### src/rtl/rpn_pkg.sv
// Shared types and per-opcode tables for the RPN command sequencer.
package rpn_pkg;

    typedef enum logic [2:0] {
        OP_PUSH = 3'd0,
        OP_POP  = 3'd1,
        OP_ADD  = 3'd2,
        OP_SUB  = 3'd3,
        OP_AND  = 3'd4,
        OP_OR   = 3'd5,
        OP_DUP  = 3'd6,
        OP_SWAP = 3'd7
    } op_t;

    typedef enum logic [2:0] {
        S_IDLE,
        S_POP1,
        S_POP2,
        S_PUSHT,
        S_PUSHF,
        S_POPF,
        S_ERR
    } state_t;

    // Operands each opcode needs on the stack, and its net effect on occupancy.
    localparam logic [7:0] NEED [0:7] = '{8'd0, 8'd1, 8'd2, 8'd2, 8'd2, 8'd2, 8'd1, 8'd2};
    localparam int         NET  [0:7] = '{1, -1, -1, -1, -1, -1, 1, 0};

endpackage

### src/rtl/rpn_alu.sv
// Combinational result generator: b is the entry under the top, a is the top.
module rpn_alu
    import rpn_pkg::*;
#(
    parameter int W = 16
) (
    input  logic [2:0]   op,
    input  logic [W-1:0] a,
    input  logic [W-1:0] b,
    output logic [W-1:0] res
);

    always_comb begin
        res = a;
        case (op_t'(op))
            OP_ADD:  res = b + a;
            OP_SUB:  res = b - a;
            OP_AND:  res = b & a;
            OP_OR:   res = b | a;
            OP_SWAP: res = b;
            default: res = a;
        endcase
    end

endmodule

### src/rtl/rpn_ctrl.sv
// RPN command sequencer: validates operand count against stack occupancy, then
// drives a fixed push/pop sequence into the LIFO stack for each accepted command.
module rpn_ctrl
    import rpn_pkg::*;
#(
    parameter int DEPTH = 32,
    parameter int W     = 16
) (
    input  logic         clk,
    input  logic         rst,
    input  logic         cmd_valid,
    output logic         cmd_ready,
    input  logic [2:0]   cmd_op,
    input  logic [W-1:0] cmd_data,
    output logic         done,
    output logic         err,
    output logic [W-1:0] result,
    output logic         stk_push,
    output logic         stk_pop,
    output logic [W-1:0] stk_val,
    input  logic [W-1:0] stk_top,
    input  logic [W-1:0] stk_next,
    input  logic [7:0]   stk_count
);

    state_t       state, state_nx;
    op_t          op_in, op_q;
    logic [W-1:0] a, b, res, alu_res;
    logic         accept, reject;

    assign op_in     = op_t'(cmd_op);
    assign cmd_ready = (state == S_IDLE);
    assign accept    = cmd_valid && cmd_ready;
    assign reject    = (stk_count < NEED[cmd_op]) ||
                       ((NET[cmd_op] > 0) && (stk_count == 8'(DEPTH)));

    rpn_alu #(.W(W)) u_alu (
        .op  (cmd_op),
        .a   (stk_top),
        .b   (stk_next),
        .res (alu_res)
    );

    // Operands and the final value are captured at accept so the sequence
    // is immune to the stack outputs moving while entries are popped.
    always_ff @(posedge clk) begin
        if (rst) begin
            state  <= S_IDLE;
            op_q   <= OP_PUSH;
            a      <= '0;
            b      <= '0;
            res    <= '0;
            result <= '0;
        end else begin
            state <= state_nx;
            if (accept) begin
                op_q <= op_in;
                a    <= stk_top;
                b    <= stk_next;
                case (op_in)
                    OP_PUSH: res <= cmd_data;
                    OP_POP:  res <= res;
                    default: res <= alu_res;
                endcase
            end
            if (state == S_PUSHF) begin
                result <= res;
            end
        end
    end

    always_comb begin
        state_nx = state;
        stk_push = 1'b0;
        stk_pop  = 1'b0;
        stk_val  = '0;
        done     = 1'b0;
        err      = 1'b0;
        case (state)
            S_IDLE: begin
                if (accept) begin
                    if (reject) begin
                        state_nx = S_ERR;
                    end else begin
                        case (op_in)
                            OP_PUSH, OP_DUP: state_nx = S_PUSHF;
                            OP_POP:          state_nx = S_POPF;
                            default:         state_nx = S_POP1;
                        endcase
                    end
                end
            end
            S_POP1: begin
                stk_pop  = 1'b1;
                state_nx = S_POP2;
            end
            S_POP2: begin
                stk_pop  = 1'b1;
                state_nx = (op_q == OP_SWAP) ? S_PUSHT : S_PUSHF;
            end
            S_PUSHT: begin
                stk_push = 1'b1;
                stk_val  = a;
                state_nx = S_PUSHF;
            end
            S_PUSHF: begin
                // For SWAP the final value is the old next entry, which res also holds.
                stk_push = 1'b1;
                stk_val  = (op_q == OP_SWAP) ? b : res;
                done     = 1'b1;
                state_nx = S_IDLE;
            end
            S_POPF: begin
                stk_pop  = 1'b1;
                done     = 1'b1;
                state_nx = S_IDLE;
            end
            S_ERR: begin
                done     = 1'b1;
                err      = 1'b1;
                state_nx = S_IDLE;
            end
            default: state_nx = S_IDLE;
        endcase
    end

endmodule

### config.mk
export PLATFORM = sky130hd
export DESIGN_NAME = rpn_ctrl
export DESIGN_NICKNAME = d
export VERILOG_FILES = /design/src/rtl/rpn_pkg.sv /design/src/rtl/rpn_alu.sv /design/src/rtl/rpn_ctrl.sv
export SDC_FILE = /design/constraint.sdc
export NUM_CORES = 1
export LEC_CHECK = 0
export ABC_AREA = 1
export CORE_MARGIN = 2
export CORE_UTILIZATION = 50
export CTS_CLUSTER_SIZE = 8
export DETAILED_ROUTE_END_ITERATION = 7
export HOLD_SLACK_MARGIN = 0.12
export PLACE_DENSITY_LB_ADDON = 0.15
export REMOVE_ABC_BUFFERS = 1
export SLEW_MARGIN = 40
export SYNTH_ARGS = -nofsm -noshare
export SYNTH_HDL_FRONTEND = slang
export SYNTH_SLANG_ARGS = --single-unit
### constraint.sdc
create_clock -name clk -period 6.4 [get_ports clk]
set_input_delay 0.64 -clock clk [delete_from_list [all_inputs] [get_ports clk]]
set_output_delay 0.64 -clock clk [all_outputs]
set_load 0.005 [all_outputs]
==> reports/metrics.yaml <==
worst_setup_path:
  rrSetupSlack_ps: 4100
  reg2reg_to: "res[15]$_SDFFE_PP0P_"
  crit_path_end_kind: "register"
  start_kind: "input pin"
  crit_required_ps: 6610
  reg2reg_depth: 10
  cp_max_fo: 15
  worstSetupPathType: "in2reg"
  timing.rr.start: "state[0]$_SDFFE_PP0P_"
  worstPathArrival_ps: 3980
floorplanning:
  fp.coreArea_um2: 9240
  die_h_um: 101.6
  io_pins: 99
  row_count: 35
  die_area_um2: 10320
  initial_core_util_pct: 51.51
  die_width_um: 101.6
logic_synthesis:
  yosysTopAreaCell: "dfxtp_1"
  synth-async-reset-ratio_pct: 0
  synth_top_cell_area_share_pct: 29.44
  synthFlopType: "dfxtp_1"
  netlist_area_um2: 4760
  synth_edf_count: 0
  yosysMostFrequentCell: "nand2_1"
  synthesis.instances: 750
  synth_area_leaders: "dfxtp_1 29%, nand2_1 11%, a21oi_1 9.6%"
  yosys_warnings: 0
  ys_seq_elements: 70
  synth_common_cells: "134 x nand2_1, 91 x a21oi_1, 91 x nor2_1"
  synth.avg_cell_area_um2: 6.346
  netlist-cell-type-count: 44
  ys_seq_area_share_pct: 29.44
hold_path:
  hold_class: "reg2reg"
  hp-start: "a[10]$_SDFFE_PP0P_"
  whs_path_depth: 2
  worstHoldEndpoint: "a[10]$_SDFFE_PP0P_"
clock_network:
  clkSlewWorstSetupHoldPaths_ps: 80
  cts.path.max_buffers: 2
  ctsRootBufferMaster: "clkbuf_8"
  numClockSinks: 70
  cts_hold_buffers: 0
  cts-resized-gates: 0
  clock_latency_ps: 360
  htree_levels: 3
  cts_tree: "built"
  post_cts_buffers: 0
  cts-buffers-inserted: 9
global_routing:
  grt_pass1_wl_mm: 25.33
  grt_max_degree: 55
  grt.overflow.total: 0
  grt_antenna_before_repair: 0
  grt_pass1_vias: 5143
  grt_usage_pct: 31.77
timing:
  slew_headroom_pct: 45.97
  tightest_slew_ps: 808.0
  period_needed_ps: 3767
  report.final.slew_viol_count: 0
  whs_ps: 456.7
  clock-skew-final_ps: 11.76
  timing.final.crit_share_pct: 58.86
  setup_ws_ps: 2633
  finalHoldViolations: 0
  rsz0062_at_grt: "no"
  fin_setup_tns_ps: 0
  setup_violations: 0
  fmax_mhz: 265.5
power_and_ir_drop:
  pwr-share-comb_pct: 31.8
  irDropWorstVdd_mv: 0.1140
  power.density_nw_per_um2: 207.9
  power_frac_seq_pct: 40.4
  switchingPower_mw: 0.4539
  p_int_mw: 0.7888
  p_leak_nw: 2.660
  switching_share_pct: 36.53
  power_frac_clock_pct: 27.8
outcome:
  status: "completed"
place:
  port_buffers: 98
  gp_congestion: 0.9260
  dp_hpwl_mm: 12.02
  dp_slack_ps: 2306
routing:
  ant_nets: 0
  drt-initial-drc-count: 454
  via_per_inst: 5.622
  via_count: 5420
  wirelength_mm: 16.30
  drc: 0
  drt_pre_antenna_iters: 5
  routedWlPerCell_um: 16.91
final_layout:
  area_growth_pct: 25.60
  drive_gt1_share_pct: 5.868
  diodes: 0
  layout.nets: 912
run:
  max-cap-violations: 0
-- layout by cell type (no fill, tap or decap), types with 3 or more instances in the layout --
cell,Yosys,routed
o21ai_0,79,79
nand4_1,3,3
nor2_4,3,3
nand2_2,2,3
buf_4,3,5
o21ai_1,4,4
or2_2,5,5
nand3b_1,3,3
a21oi_1,91,91
inv_1,86,85
o22ai_1,17,17
o211ai_1,7,7
nor3_1,14,14
o21bai_1,3,3
a211oi_1,3,3
ha_1,19,19
xnor2_1,4,4
inv_2,5,6
clkdlybuf4s50_1,0,97
nand3_1,39,38
nor2_1,91,91
dfxtp_1,70,70
nand2_1,134,133
xor2_1,10,10
clkbuf_8,0,10
-- sequential cells by signal (all words and copies together), names as in the netlist --
name / count
a: 16
b: 16
res: 16
result: 16
op_q: 3
state: 3
-- through the flow --
stage	util (%)	total power, mW	instance area (um2)	std cells
2_1_floorplan	-	0.7327	4606	716
3_3_place_gp	62.61	0.8920	5786	948
3_5_place_dp	62.64	0.9007	5788	948
4_1_cts	64.63	1.244	5972	964
5_1_grt	64.70	1.312	5978	964
6_report	64.70	1.243	5978	964
-- area by class of cell --
cell class | count | area, um2
Inverter | 93 | 349.1
Sequential cell | 70 | 1401
Fill cell | 859 | 3262
Timing Repair Buffer | 103 | 1013
Tap cell | 129 | 161.4
Multi-Input combinational cell | 553 | 2869
Clock inverter | 6 | 46.29
Clock buffer | 10 | 137.6
-- cell families (layout without fill, tap and decap cells) --
kind of cell / count (synthesis) / in the layout / share of synthesized area, %
buffers and inverters: 127 / 212 / 10.57
adder cells (fa/ha/maj): 20 / 20 / 5.415
AO/OA/AOI/OAI: 216 / 216 / 24.61
AND/OR/NAND/NOR: 303 / 303 / 27.39
XOR/XNOR: 14 / 14 / 2.576
flip-flops: 70 / 70 / 29.44
-- worst max-delay path, cell delays in order --
cell and delay [ps]:
clkdlybuf4s50_1 590, inv_2 110, nor2_4 390, nand2_4 180, inv_2 160, nor2_1 80, nor2_1 190, nand2_1 100
xor2_1 150, ha_1 330, nand2_1 80, nand2_1 70, o21bai_1 170, a21oi_1 190, nand3_1 110, nand3_1 90
nand2_1 50, nand2_1 80, nand2_1 70, nand2_1 90, a21oi_1 60
-- layer usage --
metal	global-route usage [%]	vias up	routed length [um]
met3	5.176	44	904
met1	38.22	2539	6701
met2	55.52	202	8057
li1	-	2635	-
met4	14.03	0	639
met5	0	-	0
-- power by group through the flow --
stage                     registers (mW)  clock network (mW)  logic (mW)
after floorplan                    0.507                   0       0.226
after global placement             0.510                   0       0.382
after detailed placement           0.512                   0       0.389
after CTS                          0.502               0.351       0.390
after global routing               0.507               0.367       0.438
final                              0.502               0.345       0.395
-- worst max path at each step --
stage                           from  slack [ps]                    to
after floorplan           stk_top[0]        3330  res[15]$_SDFFE_PP0P_
final                      cmd_op[1]        2630  res[13]$_SDFFE_PP0P_
after CTS                  cmd_op[1]        2670  res[13]$_SDFFE_PP0P_
after global routing       cmd_op[1]        2200  res[13]$_SDFFE_PP0P_
after detailed placement   cmd_op[1]        2310  res[13]$_SDFFE_PP0P_
after global placement     cmd_op[1]        2370  res[13]$_SDFFE_PP0P_
Note: power is estimated with default switching activity, not from simulation.
